==> config.mk <==
export PLATFORM = sky130hd
export DESIGN_NAME = mc_bus_bridge_flat
export DESIGN_NICKNAME = d
export VERILOG_FILES = /design/src/rtl/mc_bus_bridge_if.sv /design/src/rtl/mc_bus_bridge.sv /design/src/flat_wrapper.sv
export SDC_FILE = /design/constraint.sdc
export NUM_CORES = 1
export LEC_CHECK = 0
export CORE_MARGIN = 3
export CORE_UTILIZATION = 50
export DETAILED_ROUTE_END_ITERATION = 12
export PLACE_DENSITY = 0.82
export SLEW_MARGIN = 20
export SYNTH_ARGS = -nofsm -noshare
export SYNTH_HDL_FRONTEND = slang
export SYNTH_SLANG_ARGS = --single-unit
==> constraint.sdc <==
create_clock -name clock -period 2.36 [get_ports clock]
set_input_delay 0.354 -clock clock [delete_from_list [all_inputs] [get_ports clock]]
set_output_delay 0.354 -clock clock [all_outputs]
set_load 0.005 [all_outputs]
==> src/rtl/mc_bus_bridge_if.sv <==
// mc_bus_bridge_if
// Groups the external asynchronous memory-style bus and the two FIFO-side
// handshakes of the bridge.
//   mc_ce/mc_we/mc_oe : active-low chip enable / write strobe / read strobe
//   mc_add, mc_data_in: external address and write data (asynchronous)
//   mc_data_out/_oe   : read data and pad drive enable
//   in_push/in_data/in_is_cmd, in_full : input FIFO write side
//   out_data/out_empty/out_pop         : output FIFO read side (show-ahead)
// Modports: slave = the bridge, master = whatever drives the bus and FIFOs.
interface mc_bus_bridge_if #(
  parameter int MC_DATA_WIDTH = 16,
  parameter int MC_ADD_WIDTH  = 6
);
  logic                     mc_ce;
  logic                     mc_we;
  logic                     mc_oe;
  logic [MC_ADD_WIDTH-1:0]  mc_add;
  logic [MC_DATA_WIDTH-1:0] mc_data_in;
  logic [MC_DATA_WIDTH-1:0] mc_data_out;
  logic                     mc_data_oe;
  logic                     in_push;
  logic [MC_DATA_WIDTH-1:0] in_data;
  logic                     in_is_cmd;
  logic                     in_full;
  logic [MC_DATA_WIDTH-1:0] out_data;
  logic                     out_empty;
  logic                     out_pop;

  modport slave (
    input  mc_ce, mc_we, mc_oe, mc_add, mc_data_in, in_full, out_data, out_empty,
    output mc_data_out, mc_data_oe, in_push, in_data, in_is_cmd, out_pop
  );

  modport master (
    output mc_ce, mc_we, mc_oe, mc_add, mc_data_in, in_full, out_data, out_empty,
    input  mc_data_out, mc_data_oe, in_push, in_data, in_is_cmd, out_pop
  );
endinterface

==> src/rtl/mc_bus_bridge.sv <==
// mc_bus_bridge
// Bridges an asynchronous active-low strobe bus onto a pair of FIFOs.
// Writes to 0x00/0x01 push data/command words, a write to 0x02 with bit0=1
// clears the sticky error flags. Reads of 0x00 pop the output FIFO, reads of
// 0x02 return {underflow, overflow, in_full, out_empty}.
// Ports:
//   clock : system clock, rising edge
//   reset : synchronous, active-high
//   bus   : mc_bus_bridge_if.slave (external bus + FIFO handshakes)
// Handshake semantics: in_push and out_pop are single-cycle strobes; the
// FIFO accepts/releases exactly one word in every cycle the strobe is high.
// The bridge never pushes while in_full is high and never pops while
// out_empty is high (it flags overflow/underflow instead).
module mc_bus_bridge #(
  parameter int MC_DATA_WIDTH = 16,
  parameter int MC_ADD_WIDTH  = 6
) (
  input logic            clock,
  input logic            reset,
  mc_bus_bridge_if.slave bus
);

  localparam logic [MC_ADD_WIDTH-1:0] ADDR_DATA = MC_ADD_WIDTH'(0);
  localparam logic [MC_ADD_WIDTH-1:0] ADDR_CMD  = MC_ADD_WIDTH'(1);
  localparam logic [MC_ADD_WIDTH-1:0] ADDR_CTRL = MC_ADD_WIDTH'(2);

  // Two-flop synchronizers; they idle (reset) high so no edge is seen
  // until a real low level has been sampled after reset.
  logic [1:0]               ce_sync, we_sync, oe_sync;
  logic                     we_prev, oe_prev;
  logic [MC_ADD_WIDTH-1:0]  add_p1, add_p2;
  logic [MC_DATA_WIDTH-1:0] data_p1, data_p2;

  logic                     ce_s, we_s, oe_s;
  logic                     write_ev, read_ev;
  logic [MC_DATA_WIDTH-1:0] read_value;

  logic                     in_push_q, in_is_cmd_q, out_pop_q, data_oe_q;
  logic [MC_DATA_WIDTH-1:0] in_data_q, data_out_q;
  logic                     overflow, underflow;

  assign ce_s = ce_sync[1];
  assign we_s = we_sync[1];
  assign oe_s = oe_sync[1];

  always_ff @(posedge clock) begin
    if (reset) begin
      ce_sync <= 2'b11;
      we_sync <= 2'b11;
      oe_sync <= 2'b11;
      we_prev <= 1'b1;
      oe_prev <= 1'b1;
      add_p1  <= '0;
      add_p2  <= '0;
      data_p1 <= '0;
      data_p2 <= '0;
    end else begin
      ce_sync <= {ce_sync[0], bus.mc_ce};
      we_sync <= {we_sync[0], bus.mc_we};
      oe_sync <= {oe_sync[0], bus.mc_oe};
      we_prev <= we_s;
      oe_prev <= oe_s;
      add_p1  <= bus.mc_add;
      add_p2  <= add_p1;
      data_p1 <= bus.mc_data_in;
      data_p2 <= data_p1;
    end
  end

  // Edge detection on the synchronized strobes. Requiring the other strobe
  // high means overlapping we/oe low never produces an event.
  assign write_ev = we_s & ~we_prev & ~ce_s & oe_s;
  assign read_ev  = ~oe_s & oe_prev & ~ce_s & we_s;

  always_comb begin
    read_value = '0;
    if (add_p2 == ADDR_DATA) begin
      read_value = bus.out_empty ? '0 : bus.out_data;
    end else if (add_p2 == ADDR_CTRL) begin
      read_value = MC_DATA_WIDTH'({underflow, overflow, bus.in_full, bus.out_empty});
    end
  end

  always_ff @(posedge clock) begin
    if (reset) begin
      in_push_q   <= 1'b0;
      in_is_cmd_q <= 1'b0;
      in_data_q   <= '0;
      out_pop_q   <= 1'b0;
      data_out_q  <= '0;
      data_oe_q   <= 1'b0;
      overflow    <= 1'b0;
      underflow   <= 1'b0;
    end else begin
      in_push_q <= 1'b0;
      out_pop_q <= 1'b0;

      if (write_ev) begin
        if (add_p2 == ADDR_DATA || add_p2 == ADDR_CMD) begin
          if (bus.in_full) begin
            overflow <= 1'b1;
          end else begin
            in_push_q   <= 1'b1;
            in_data_q   <= data_p2;
            in_is_cmd_q <= (add_p2 == ADDR_CMD);
          end
        end else if (add_p2 == ADDR_CTRL && data_p2[0]) begin
          overflow  <= 1'b0;
          underflow <= 1'b0;
        end
      end

      if (read_ev) begin
        data_out_q <= read_value;
        data_oe_q  <= 1'b1;
        if (add_p2 == ADDR_DATA) begin
          if (bus.out_empty) underflow <= 1'b1;
          else               out_pop_q <= 1'b1;
        end
      end else begin
        // Window closes once the read strobe or chip enable is released.
        data_oe_q <= data_oe_q & ~oe_s & ~ce_s;
      end
    end
  end

  assign bus.in_push     = in_push_q;
  assign bus.in_data     = in_data_q;
  assign bus.in_is_cmd   = in_is_cmd_q;
  assign bus.out_pop     = out_pop_q;
  assign bus.mc_data_out = data_out_q;
  assign bus.mc_data_oe  = data_oe_q;

endmodule

==> src/flat_wrapper.sv <==
// flat-port wrapper written by rule: the top's interface ports become plain ports
module mc_bus_bridge_flat 
#(
  parameter int MC_DATA_WIDTH = 16,
  parameter int MC_ADD_WIDTH  = 6
)
  (clock, reset, bus_mc_ce, bus_mc_we, bus_mc_oe, bus_mc_add, bus_mc_data_in, bus_in_full, bus_out_data, bus_out_empty, bus_mc_data_out, bus_mc_data_oe, bus_in_push, bus_in_data, bus_in_is_cmd, bus_out_pop);
  mc_bus_bridge_if #(.MC_DATA_WIDTH(MC_DATA_WIDTH), .MC_ADD_WIDTH(MC_ADD_WIDTH)) bus_i ();
  input logic clock;
  input logic reset;
  input wire logic [$bits(bus_i.mc_ce)-1:0] bus_mc_ce;
  input wire logic [$bits(bus_i.mc_we)-1:0] bus_mc_we;
  input wire logic [$bits(bus_i.mc_oe)-1:0] bus_mc_oe;
  input wire logic [$bits(bus_i.mc_add)-1:0] bus_mc_add;
  input wire logic [$bits(bus_i.mc_data_in)-1:0] bus_mc_data_in;
  input wire logic [$bits(bus_i.in_full)-1:0] bus_in_full;
  input wire logic [$bits(bus_i.out_data)-1:0] bus_out_data;
  input wire logic [$bits(bus_i.out_empty)-1:0] bus_out_empty;
  output wire logic [$bits(bus_i.mc_data_out)-1:0] bus_mc_data_out;
  output wire logic [$bits(bus_i.mc_data_oe)-1:0] bus_mc_data_oe;
  output wire logic [$bits(bus_i.in_push)-1:0] bus_in_push;
  output wire logic [$bits(bus_i.in_data)-1:0] bus_in_data;
  output wire logic [$bits(bus_i.in_is_cmd)-1:0] bus_in_is_cmd;
  output wire logic [$bits(bus_i.out_pop)-1:0] bus_out_pop;
  assign bus_i.mc_ce = bus_mc_ce;
  assign bus_i.mc_we = bus_mc_we;
  assign bus_i.mc_oe = bus_mc_oe;
  assign bus_i.mc_add = bus_mc_add;
  assign bus_i.mc_data_in = bus_mc_data_in;
  assign bus_i.in_full = bus_in_full;
  assign bus_i.out_data = bus_out_data;
  assign bus_i.out_empty = bus_out_empty;
  assign bus_mc_data_out = bus_i.mc_data_out;
  assign bus_mc_data_oe = bus_i.mc_data_oe;
  assign bus_in_push = bus_i.in_push;
  assign bus_in_data = bus_i.in_data;
  assign bus_in_is_cmd = bus_i.in_is_cmd;
  assign bus_out_pop = bus_i.out_pop;
  mc_bus_bridge #(.MC_DATA_WIDTH(MC_DATA_WIDTH), .MC_ADD_WIDTH(MC_ADD_WIDTH)) u_core (.clock(clock), .reset(reset), .bus(bus_i));
endmodule
==> impl_metrics.json <==
{
  "outcome": "finished, final reports clean",
  "peakVddDrop_uv": 411.0,
  "slew_headroom": 0.4699,
  "clkTransAtPathRegs_ns": 0.08,
  "cp.arrival_ns": 1.98,
  "drtPass1Iterations": 4,
  "hold_buffers": 0,
  "required_ns": 2.66,
  "tns_ns": 0,
  "fmax_ghz": 0.5933,
  "avgSynthCellArea_um2": 11.46,
  "hp-class": "reg2reg",
  "cts_num_sinks": 90,
  "drcViolationCount": 0,
  "syn-cell-area_um2": 2979,
  "clkPwrFrac": 0.388,
  "p_switching_uw": 548.4,
  "grt_pass1_vias": 1743,
  "ctsRootBufferMaster": "clkbuf_8",
  "syn_inst": 260,
  "post-cts-setup-buffer-count": 0,
  "fin_area_um2": 4014,
  "gr-usage-all-layers": 0.1485,
  "die-height_um": 83.19,
  "ys_top_cells_by_count": "dfxtp_1, nor2b_1, nand2b_1",
  "utilization": 0.7115,
  "cts_tree": "done",
  "grt-ovfl-total": 0,
  "rows": 27,
  "synthArstFlopShare": 0,
  "drv_cap": 0,
  "yosysTopAreaCellShare": 0.6048,
  "clk_latency_ns": 0.35,
  "switching_share": 0.1941,
  "syn2layout_area_growth_pct": 34.73,
  "pwr-share-seq": 0.555,
  "whs_ns": 0.4109,
  "syn_nets": 305,
  "cts_buffers": 9,
  "ant_nets": 0,
  "synth_top_area_cell": "dfxtp_1",
  "antenna-diode-count": 0,
  "final_layout_size_suffix_gt1_frac": 0.08211,
  "vias": 1919,
  "ys.flop_type": "dfxtp_1",
  "yosysWarnings": 0,
  "initial_core_util": 0.5281,
  "finalSetupViolations": 0,
  "grt_start_max_net_pins": 62,
  "start_kind": "register",
  "critical_path_class": "reg2reg",
  "max_slew.worst_pin.slew_ns": 0.7923,
  "portBuffers": 80,
  "ios": 81,
  "slew_viol_final": 0,
  "power.leakage_nw": 1.481,
  "core-area_um2": 5642,
  "synth_edf_count": 0,
  "rsz0062_at_grt": "false",
  "drt_iter0_markers": 67,
  "p_int_mw": 2.278,
  "viasPerCell": 4.646,
  "post_cts_resized": 0,
  "setup.worst_path.end_class": "register",
  "grt_pass1_wl_um": 8135,
  "wl_um": 5002,
  "gp_congestion": 0.7833,
  "avgRoutedWirePerCell_um": 12.11,
  "detailed_place_hpwl_um": 3448,
  "synth_cell_type_count": 29,
  "power_density_nw_per_um2": 704.1,
  "antenna_found_initial": 0,
  "ys_ff_latch": 90,
  "crit_fanout": 13,
  "final.setup_skew_ns": 0.009079,
  "post_dp_cell_area_um2": 3807,
  "synth_most_common_cell": "dfxtp_1",
  "die_x_um": 83.19,
  "layout.nets": 383,
  "h-tree-depth": 3,
  "cts-root-to-sink-buffers": 2,
  "finalHoldViolCount": 0,
  "die_area_um2": 6921,
  "seq_area_frac_synth": 0.6048,
  "finalCritPeriodShare": 0.7141,
  "p_comb_frac": 0.057,
  "fin_crit_ns": 1.685,
  "synth.area.top_cells": "dfxtp_1, nor2b_1, nand2b_1"
}
cell families (layout without fill, tap and decap cells):
logic type	count (synthesis)	in the layout	share of synthesized area
AND/OR/NAND/NOR	115	115	0.2503
flip-flops	90	90	0.6048
AO/OA/AOI/OAI	19	19	0.05292
buffers and inverters	19	100	0.03486
multiplexers	17	17	0.05712
critical path, stage by stage (launching register included):
cell	delay, ns
dfxtp_1	0.36
and4bb_1	0.35
nor2_1	0.66
a22o_1	0.27
final cells by class:
type	instances	area, um^2
sequential	90	1802
clock inverter	3	65.06
inverter	3	11.26
timing repair buffer	83	830.8
multi-input combinational	151	1074
fill	420	1628
clock buffer	11	141.4
tap	72	90.09
metal layers:
metal | global-route usage | share of wire
met4 | 0.08024 | 0.019
met2 | 0.2289 | 0.48
met1 | 0.1854 | 0.46
met5 | 0 | 0
met3 | 0.04563 | 0.043
worst paths after layout:
check                                  startpoint                        end  slack (ns)  cells after the start
worst min register to register  u_core.oe_sync[0]          u_core.oe_sync[1]        0.41                      1
worst max-delay path            u_core.oe_sync[1]  u_core.bus.mc_data_out[9]        0.67                      3
worst min-delay path            u_core.oe_sync[0]          u_core.oe_sync[1]        0.41                      1
worst max register to register  u_core.oe_sync[1]  u_core.bus.mc_data_out[9]        0.67                      3
flip-flops by register name, indices dropped and copies added (netlist names):
| register | cells |
|---|---|
| u_core.add_p1 | 6 |
| u_core.add_p2 | 6 |
| u_core.bus.in_data | 16 |
| u_core.bus.in_is_cmd | 1 |
| u_core.bus.in_push | 1 |
| u_core.bus.mc_data_oe | 1 |
| u_core.bus.mc_data_out | 16 |
| u_core.bus.out_pop | 1 |
| u_core.ce_sync | 2 |
| u_core.data_p1 | 16 |
| u_core.data_p2 | 16 |
| u_core.oe_prev | 1 |
| u_core.oe_sync | 2 |
| u_core.overflow | 1 |
| u_core.underflow | 1 |
| u_core.we_prev | 1 |
| u_core.we_sync | 2 |
metrics by stage:
step	instances	power [mW]	setup WS (ns)
3_5_place_dp	399	1.767	0.6727
5_1_grt	413	2.931	0.5022
6_report	413	2.826	0.6747
4_1_cts	413	2.854	0.6912
2_1_floorplan	260	1.678	1.049
3_3_place_gp	399	1.763	0.7254
power groups by stage:
stage	logic, mW	clock network (mW)	registers, mW
after global routing	0.176	1.18	1.57
after detailed placement	0.162	0	1.61
after global placement	0.159	0	1.60
final	0.160	1.10	1.57
after floorplan	0.0752	0	1.60
after CTS	0.162	1.12	1.57
cells in the final DEF, fill, tap and decap left out:
cell type	netlist	layout
bufinv_16	0	2
inv_1	3	3
dfxtp_1	90	90
buf_2	2	1
nand3b_1	1	1
a22o_1	12	12
mux2i_1	17	17
o2bb2ai_1	1	1
a21o_1	1	1
clkdlybuf4s50_1	0	79
nor2_1	6	6
or3b_1	2	2
nand2_1	1	1
nand4b_1	1	1
or2_2	8	8
nand3_1	1	1
buf_4	1	2
clkbuf_1	10	1
buf_12	0	1
and4bb_1	3	3
and4b_1	1	1
a311oi_1	1	1
nand4_1	5	5
nor2b_1	49	49
nand2b_1	34	34
and4_4	1	1
o211ai_1	3	3
clkbuf_8	0	10
a21oi_1	1	1
clkinv_2	0	1
or3b_2	1	1
nor4_2	1	1
Power figures use the tool's default switching activity.
